==> config.mk <==
export PLATFORM = sky130hd
export DESIGN_NAME = cook_sequencer
export DESIGN_NICKNAME = d
export VERILOG_FILES = /design/src/rtl/microwave_pkg.sv /design/src/rtl/mmss_bcd_counter.sv /design/src/rtl/cook_sequencer.sv
export SDC_FILE = /design/constraint.sdc
export NUM_CORES = 1
export LEC_CHECK = 0
export CAP_MARGIN = 20
export CORE_UTILIZATION = 40
export CTS_BUF_LIST = sky130_fd_sc_hd__clkbuf_4 sky130_fd_sc_hd__clkbuf_8 sky130_fd_sc_hd__clkbuf_16
export CTS_CLUSTER_DIAMETER = 30
export DETAILED_ROUTE_END_ITERATION = 10
export PLACE_DENSITY = 0.62
export SYNTH_ARGS = -nofsm -noshare
export SYNTH_HDL_FRONTEND = slang
export SYNTH_SLANG_ARGS = --single-unit
export TNS_END_PERCENT = 30
==> constraint.sdc <==
create_clock -name clock -period 2.71 [get_ports clock]
set_input_delay 0.271 -clock clock [delete_from_list [all_inputs] [get_ports clock]]
set_output_delay 0.271 -clock clock [all_outputs]
set_load 0.02 [all_outputs]
==> src/rtl/microwave_pkg.sv <==
// Shared definitions for the microwave cook sequencer: digit widths, FSM
// state encodings, default beep length and the mm:ss BCD decrement helper.
package microwave_pkg;

    localparam int unsigned DIGIT_W        = 4;
    localparam int unsigned NUM_DIGITS     = 4;
    localparam int unsigned TIME_W         = DIGIT_W * NUM_DIGITS;
    localparam int unsigned STATE_W        = 3;
    localparam int unsigned BEEP_TICKS_DEF = 3;

    typedef enum logic [STATE_W-1:0] {
        ST_IDLE  = 3'd0,
        ST_ENTRY = 3'd1,
        ST_COOK  = 3'd2,
        ST_PAUSE = 3'd3,
        ST_DONE  = 3'd4
    } cook_state_t;

    // One-second decrement of {min_tens, min_ones, sec_tens, sec_ones} with
    // BCD borrow; sec_tens wraps to 5, the other low digits wrap to 9.
    function automatic logic [TIME_W-1:0] bcd_dec(input logic [TIME_W-1:0] t);
        logic [TIME_W-1:0] r;
        r = t;
        if (t[3:0] != DIGIT_W'(0)) begin
            r[3:0] = t[3:0] - DIGIT_W'(1);
        end else begin
            r[3:0] = DIGIT_W'(9);
            if (t[7:4] != DIGIT_W'(0)) begin
                r[7:4] = t[7:4] - DIGIT_W'(1);
            end else begin
                r[7:4] = DIGIT_W'(5);
                if (t[11:8] != DIGIT_W'(0)) begin
                    r[11:8] = t[11:8] - DIGIT_W'(1);
                end else begin
                    r[11:8]  = DIGIT_W'(9);
                    r[15:12] = t[15:12] - DIGIT_W'(1);
                end
            end
        end
        return r;
    endfunction

endpackage

==> src/rtl/mmss_bcd_counter.sv <==
// mm:ss BCD time register: keypad digit shift-in, one-second decrement, clear.
// Ports: clock/clearn; clr, shift (+digit), dec commands (clr > shift > dec);
// time_bcd registered value; zero_c = time is 0000; last_c = next dec hits 0000.
module mmss_bcd_counter
    import microwave_pkg::*;
(
    input  logic               clock,
    input  logic               clearn,
    input  logic               clr,
    input  logic               shift,
    input  logic [DIGIT_W-1:0] digit,
    input  logic               dec,
    output logic [TIME_W-1:0]  time_bcd,
    output logic               zero_c,
    output logic               last_c
);

    // Time register update
    always_ff @(posedge clock or negedge clearn) begin
        if (!clearn) begin
            time_bcd <= '0;
        end else if (clr) begin
            time_bcd <= '0;
        end else if (shift) begin
            time_bcd <= {time_bcd[TIME_W-DIGIT_W-1:0], digit};
        end else if (dec) begin
            time_bcd <= bcd_dec(time_bcd);
        end
    end

    // Only 00:01 can decrement to 00:00
    assign zero_c = (time_bcd == TIME_W'(0));
    assign last_c = (time_bcd == TIME_W'(1));

endmodule

==> src/rtl/cook_sequencer.sv <==
// Microwave cook sequencer: keypad entry, countdown cooking, pause, done beep.
// Ports: clock/clearn; D/loadn keypad digit; pgt_1Hz tick level; startn/stopn
// buttons; door_closed; outputs enablen (keypad enable, low active), mag_on,
// done, time_bcd {mm,ss} BCD and state (debug).
module cook_sequencer
    import microwave_pkg::*;
#(
    parameter int unsigned BEEP_TICKS = BEEP_TICKS_DEF
) (
    input  logic               clock,
    input  logic               clearn,
    input  logic [DIGIT_W-1:0] D,
    input  logic               loadn,
    input  logic               pgt_1Hz,
    input  logic               startn,
    input  logic               stopn,
    input  logic               door_closed,
    output logic               enablen,
    output logic               mag_on,
    output logic               done,
    output logic [TIME_W-1:0]  time_bcd,
    output logic [STATE_W-1:0] state
);

    localparam int unsigned BEEP_W = (BEEP_TICKS > 1) ? $clog2(BEEP_TICKS) : 1;

    logic loadn_q, startn_q, stopn_q, tick_q;
    logic key_c, start_c, stop_c, tick_c;
    cook_state_t state_q, state_nx;
    logic [BEEP_W-1:0] beep_q, beep_nx;
    logic cnt_clr, cnt_shift, cnt_dec;
    logic zero_c, last_c;

    // Previous samples for edge detection; reset to inactive level
    always_ff @(posedge clock or negedge clearn) begin
        if (!clearn) begin
            loadn_q  <= 1'b1;
            startn_q <= 1'b1;
            stopn_q  <= 1'b1;
            tick_q   <= 1'b1;
        end else begin
            loadn_q  <= loadn;
            startn_q <= startn;
            stopn_q  <= stopn;
            tick_q   <= pgt_1Hz;
        end
    end

    assign key_c   = loadn_q & ~loadn & (D <= DIGIT_W'(9));
    assign start_c = startn_q & ~startn;
    assign stop_c  = stopn_q & ~stopn;
    assign tick_c  = ~tick_q & pgt_1Hz;

    mmss_bcd_counter u_counter (
        .clock    (clock),
        .clearn   (clearn),
        .clr      (cnt_clr),
        .shift    (cnt_shift),
        .digit    (D),
        .dec      (cnt_dec),
        .time_bcd (time_bcd),
        .zero_c   (zero_c),
        .last_c   (last_c)
    );

    // Next-state and counter commands; stop outranks start everywhere
    always_comb begin
        state_nx  = state_q;
        beep_nx   = beep_q;
        cnt_clr   = 1'b0;
        cnt_shift = 1'b0;
        cnt_dec   = 1'b0;
        case (state_q)
            ST_IDLE: begin
                if (stop_c) begin
                    cnt_clr = 1'b1;
                end else if (key_c) begin
                    cnt_shift = 1'b1;
                    state_nx  = ST_ENTRY;
                end
            end
            ST_ENTRY: begin
                if (stop_c) begin
                    cnt_clr  = 1'b1;
                    state_nx = ST_IDLE;
                end else if (start_c && door_closed && !zero_c) begin
                    state_nx = ST_COOK;
                end else if (key_c) begin
                    cnt_shift = 1'b1;
                end
            end
            ST_COOK: begin
                if (stop_c || !door_closed) begin
                    state_nx = ST_PAUSE;
                end else if (tick_c) begin
                    cnt_dec = 1'b1;
                    if (last_c) begin
                        state_nx = ST_DONE;
                        beep_nx  = '0;
                    end
                end
            end
            ST_PAUSE: begin
                if (stop_c) begin
                    cnt_clr  = 1'b1;
                    state_nx = ST_IDLE;
                end else if (start_c && door_closed) begin
                    state_nx = ST_COOK;
                end
            end
            ST_DONE: begin
                if (stop_c) begin
                    cnt_clr  = 1'b1;
                    beep_nx  = '0;
                    state_nx = ST_IDLE;
                end else if (tick_c) begin
                    if (beep_q == BEEP_W'(BEEP_TICKS - 1)) begin
                        beep_nx  = '0;
                        state_nx = ST_IDLE;
                    end else begin
                        beep_nx = beep_q + BEEP_W'(1);
                    end
                end
            end
            default: begin
                state_nx = ST_IDLE;
                beep_nx  = '0;
            end
        endcase
    end

    // State, beep counter and Moore outputs decoded from the next state
    always_ff @(posedge clock or negedge clearn) begin
        if (!clearn) begin
            state_q <= ST_IDLE;
            beep_q  <= '0;
            mag_on  <= 1'b0;
            done    <= 1'b0;
            enablen <= 1'b0;
        end else begin
            state_q <= state_nx;
            beep_q  <= beep_nx;
            mag_on  <= (state_nx == ST_COOK);
            done    <= (state_nx == ST_DONE);
            enablen <= !((state_nx == ST_IDLE) || (state_nx == ST_ENTRY));
        end
    end

    assign state = state_q;

endmodule

==> results.sh <==
export IMPL_antenna_left=0
export IMPL_syn_inst=173
export IMPL_total_power_mw=1.960
export IMPL_fill_cells=338
export IMPL_finalHoldViolCount=0
export IMPL_critPathMaxFanout=9
export IMPL_dr_first_iter_drc_count=76
export IMPL_cts_num_sinks=28
export IMPL_cts_root_buf="clkbuf_8"
export IMPL_pwr_share_seq=0.361
export IMPL_worstPathRequired_ns=2.91
export IMPL_status="finished, final reports clean"
export IMPL_synth_top_family_by_area="simple AND/OR/NAND/NOR gates"
export IMPL_grt_usage=0.1955
export IMPL_post_cts_buffers=0
export IMPL_yosys_warnings=0
export IMPL_max_freq_mhz=436.0
export IMPL_synth_fa_ha_area_frac=0.01537
export IMPL_whs_ns=0.3734
export IMPL_async_flop_share=1.000
export IMPL_power_leakage_nw=0.8046
export IMPL_clk_latency_ns=0.27
export IMPL_post_dp_hpwl_um=2743
export IMPL_clock_skew_ns=0.003993
export IMPL_wl_um=3859
export IMPL_final_cell_mix="32 x clkdlybuf4s50_1, 24 x dfrtp_1, 18 x nor2_1, 17 x nand2_1, 13 x nor3_1"
export IMPL_htree_levels=1
export IMPL_postSynthAreaPerCell_um2=9.409
export IMPL_synth_seq_cells=28
export IMPL_cts_inserted_buffers=3
export IMPL_path_clk_slew_ns=0.10
export IMPL_switching_share=0.4304
export IMPL_fin_crit_sh=0.8463
export IMPL_rows=22
export IMPL_finalCriticalPeriod_ns=2.294
export IMPL_dieArea_um2=4328
export IMPL_fin_nets=219
export IMPL_synth_distinct_cells=45
export IMPL_synth_xor_xnor_area_share=0.03228
export IMPL_synthesis_area_um2=1628
export IMPL_drv_cap=0
export IMPL_setup_violations=0
export IMPL_dieWidth_um=65.79
export IMPL_synth_top_flop_cell="dfrtp_1"
export IMPL_worst_pin_slew_ns=0.6272
export IMPL_slew_headroom=0.5780
export IMPL_ctsResizeCount=0
export IMPL_r2r_slack_ns=0.42
export IMPL_syn_to_final_growth_pct=26.75
export IMPL_firstDrtPassIters=4
export IMPL_die_h_um=65.79
export IMPL_p_int_mw=1.116
export IMPL_port_buffer_count=32
export IMPL_route_detailed_drc=0
export IMPL_startpoint_type="flop"
export IMPL_avgViaCountPerCell=5.628
export IMPL_cts_tree="done"
export IMPL_placedCellCount=249
export IMPL_clockBufferDepth=2
export IMPL_yosysSeqAreaShare=0.4335
export IMPL_power_switching_uw=843.7
export IMPL_comb_power_share=0.471
export IMPL_synthMuxAreaShare=0.04381
export IMPL_start_util=0.4317
export IMPL_drive_above_1_share=0.09268
export IMPL_path_class="flop to flop"
export IMPL_final_common_cell="clkdlybuf4s50_1"
export IMPL_yosys_area_share_simple=0.2959
export IMPL_fin_cells=253
export IMPL_gp_congestion=0.8076
export IMPL_synth_compound_area_frac=0.1414
export IMPL_coreArea_um2=3771
export IMPL_end_kind="flop"
export IMPL_antenna_found_initial=0
export IMPL_placedInstanceArea_um2=1992
export IMPL_vdd_drop_max_mv=0.5317
export IMPL_hp_class="input port to asynchronous set/reset pin"
export IMPL_synth_edf_count=0
export IMPL_clkPwrFrac=0.169
export IMPL_rsz0062_at_grt="false"
export IMPL_ios=33
export IMPL_wire_per_inst_um=15.25
export IMPL_hold_buffers=0
export IMPL_power_density_nw_per_um2=950.0
export IMPL_globalRoute_totalOverflow=0
export IMPL_routed_via_count=1424
export IMPL_maxSlewViolCount=0
export IMPL_tns_ns=0
export IMPL_grt_start_max_net_pins=29
export IMPL_grt_pass1_wl_um=6437
export IMPL_cp_arrival_ns=2.49
export IMPL_n_antenna_cell=0
export IMPL_grt_pass1_vias=1335
export IMPL_fin_area_um2=2063
export IMPL_synthesis_nets=186
[metal layers]
| layer | track usage | share of wire | wire [um] |
|---|---|---|---|
| met1 | 0.2661 | 0.46 | 1772 |
| met2 | 0.3176 | 0.50 | 1936 |
| met3 | 0.02931 | 0.032 | 125 |
| met4 | 0.05978 | 0.0062 | 24 |
| met5 | 0 | 0 | 0 |
[critical path: stages, from the launching register on]
cell and delay, ns:
dfrtp_1 0.50, nor4_1 0.44, nand4_1 0.22, nor4_1 0.52, mux2_2 0.40, o21ai_0 0.14
[per-stage QoR]
step	worst slack, ns	util
after floorplan	0.5676	-
after global placement	0.3286	0.5282
after detailed placement	0.3191	0.5282
after CTS	0.4112	0.5471
after global routing	0.2547	0.5471
final	0.4164	0.5471
[flip-flops by register name (all words and copies together) (netlist names)]
| register | count |
|---|---|
| done | 1 |
| startn_q | 1 |
| enablen | 1 |
| mag_on | 1 |
| u_counter.time_bcd | 16 |
| state | 3 |
| beep_q | 2 |
| stopn_q | 1 |
| tick_q | 1 |
| loadn_q | 1 |
[area by class of cell]
cell class / count / area [um^2] / share of cell area
Clock buffer: 3 / 41.29 / 0.02001
Clock inverter: 1 / 30.03 / 0.01455
Inverter: 4 / 15.01 / 0.007277
Multi-Input combinational cell: 133 / 860.8 / 0.4172
Sequential cell: 28 / 705.7 / 0.3420
Tap cell: 48 / 60.06 / 0.02911
Timing Repair Buffer: 36 / 350.3 / 0.1698
[final timing paths]
path,startpoint,end,cells after the start
max,u_counter.time_bcd[0]$_DFFE_PN0P_,u_counter.time_bcd[13]$_DFFE_PN0P_,5
min,clearn,beep_q[1]$_DFFE_PN0P_,2
max reg2reg,u_counter.time_bcd[0]$_DFFE_PN0P_,u_counter.time_bcd[13]$_DFFE_PN0P_,5
min reg2reg,beep_q[0]$_DFFE_PN0P_,beep_q[0]$_DFFE_PN0P_,1
max in group asynchronous,clearn,stopn_q$_DFF_PN1_,2
min in group clock,loadn,loadn_q$_DFF_PN1_,1
[synthesized netlist by cell type, drive strengths merged, types with 4 or more instances]
cell type / n / area (um^2)
nor2b: 9 / 56.30
clkbuf: 5 / 18.77
nor4: 7 / 71.31
o31ai: 8 / 65.06
nand4: 5 / 31.28
mux2i: 6 / 60.06
nor2: 18 / 67.56
o21ai: 7 / 35.03
nor3: 13 / 65.06
dfstp: 4 / 105.1
nand2b: 4 / 25.02
inv: 4 / 15.01
a211oi: 6 / 45.04
nand2: 17 / 63.81
xnor2: 5 / 43.79
dfrtp: 24 / 600.6
[power groups by stage]
stage / sequential (mW) / clock, mW / combinational (mW)
after floorplan: 0.768 / 0 / 0.492
after global placement: 0.710 / 0 / 0.911
after detailed placement: 0.714 / 0 / 0.919
after CTS: 0.708 / 0.338 / 0.925
after global routing: 0.732 / 0.361 / 1.01
final: 0.707 / 0.331 / 0.922
[cell families after synthesis]
kind of cell,after synthesis
xor gates and xnor gates,6
and+or+nand+nor,86
adders and majority gates,2
DFF,28
muxes,7
buffers and inverters,12
AOI/OAI and AO/OA,32
(Power assumes the default switching activity.)
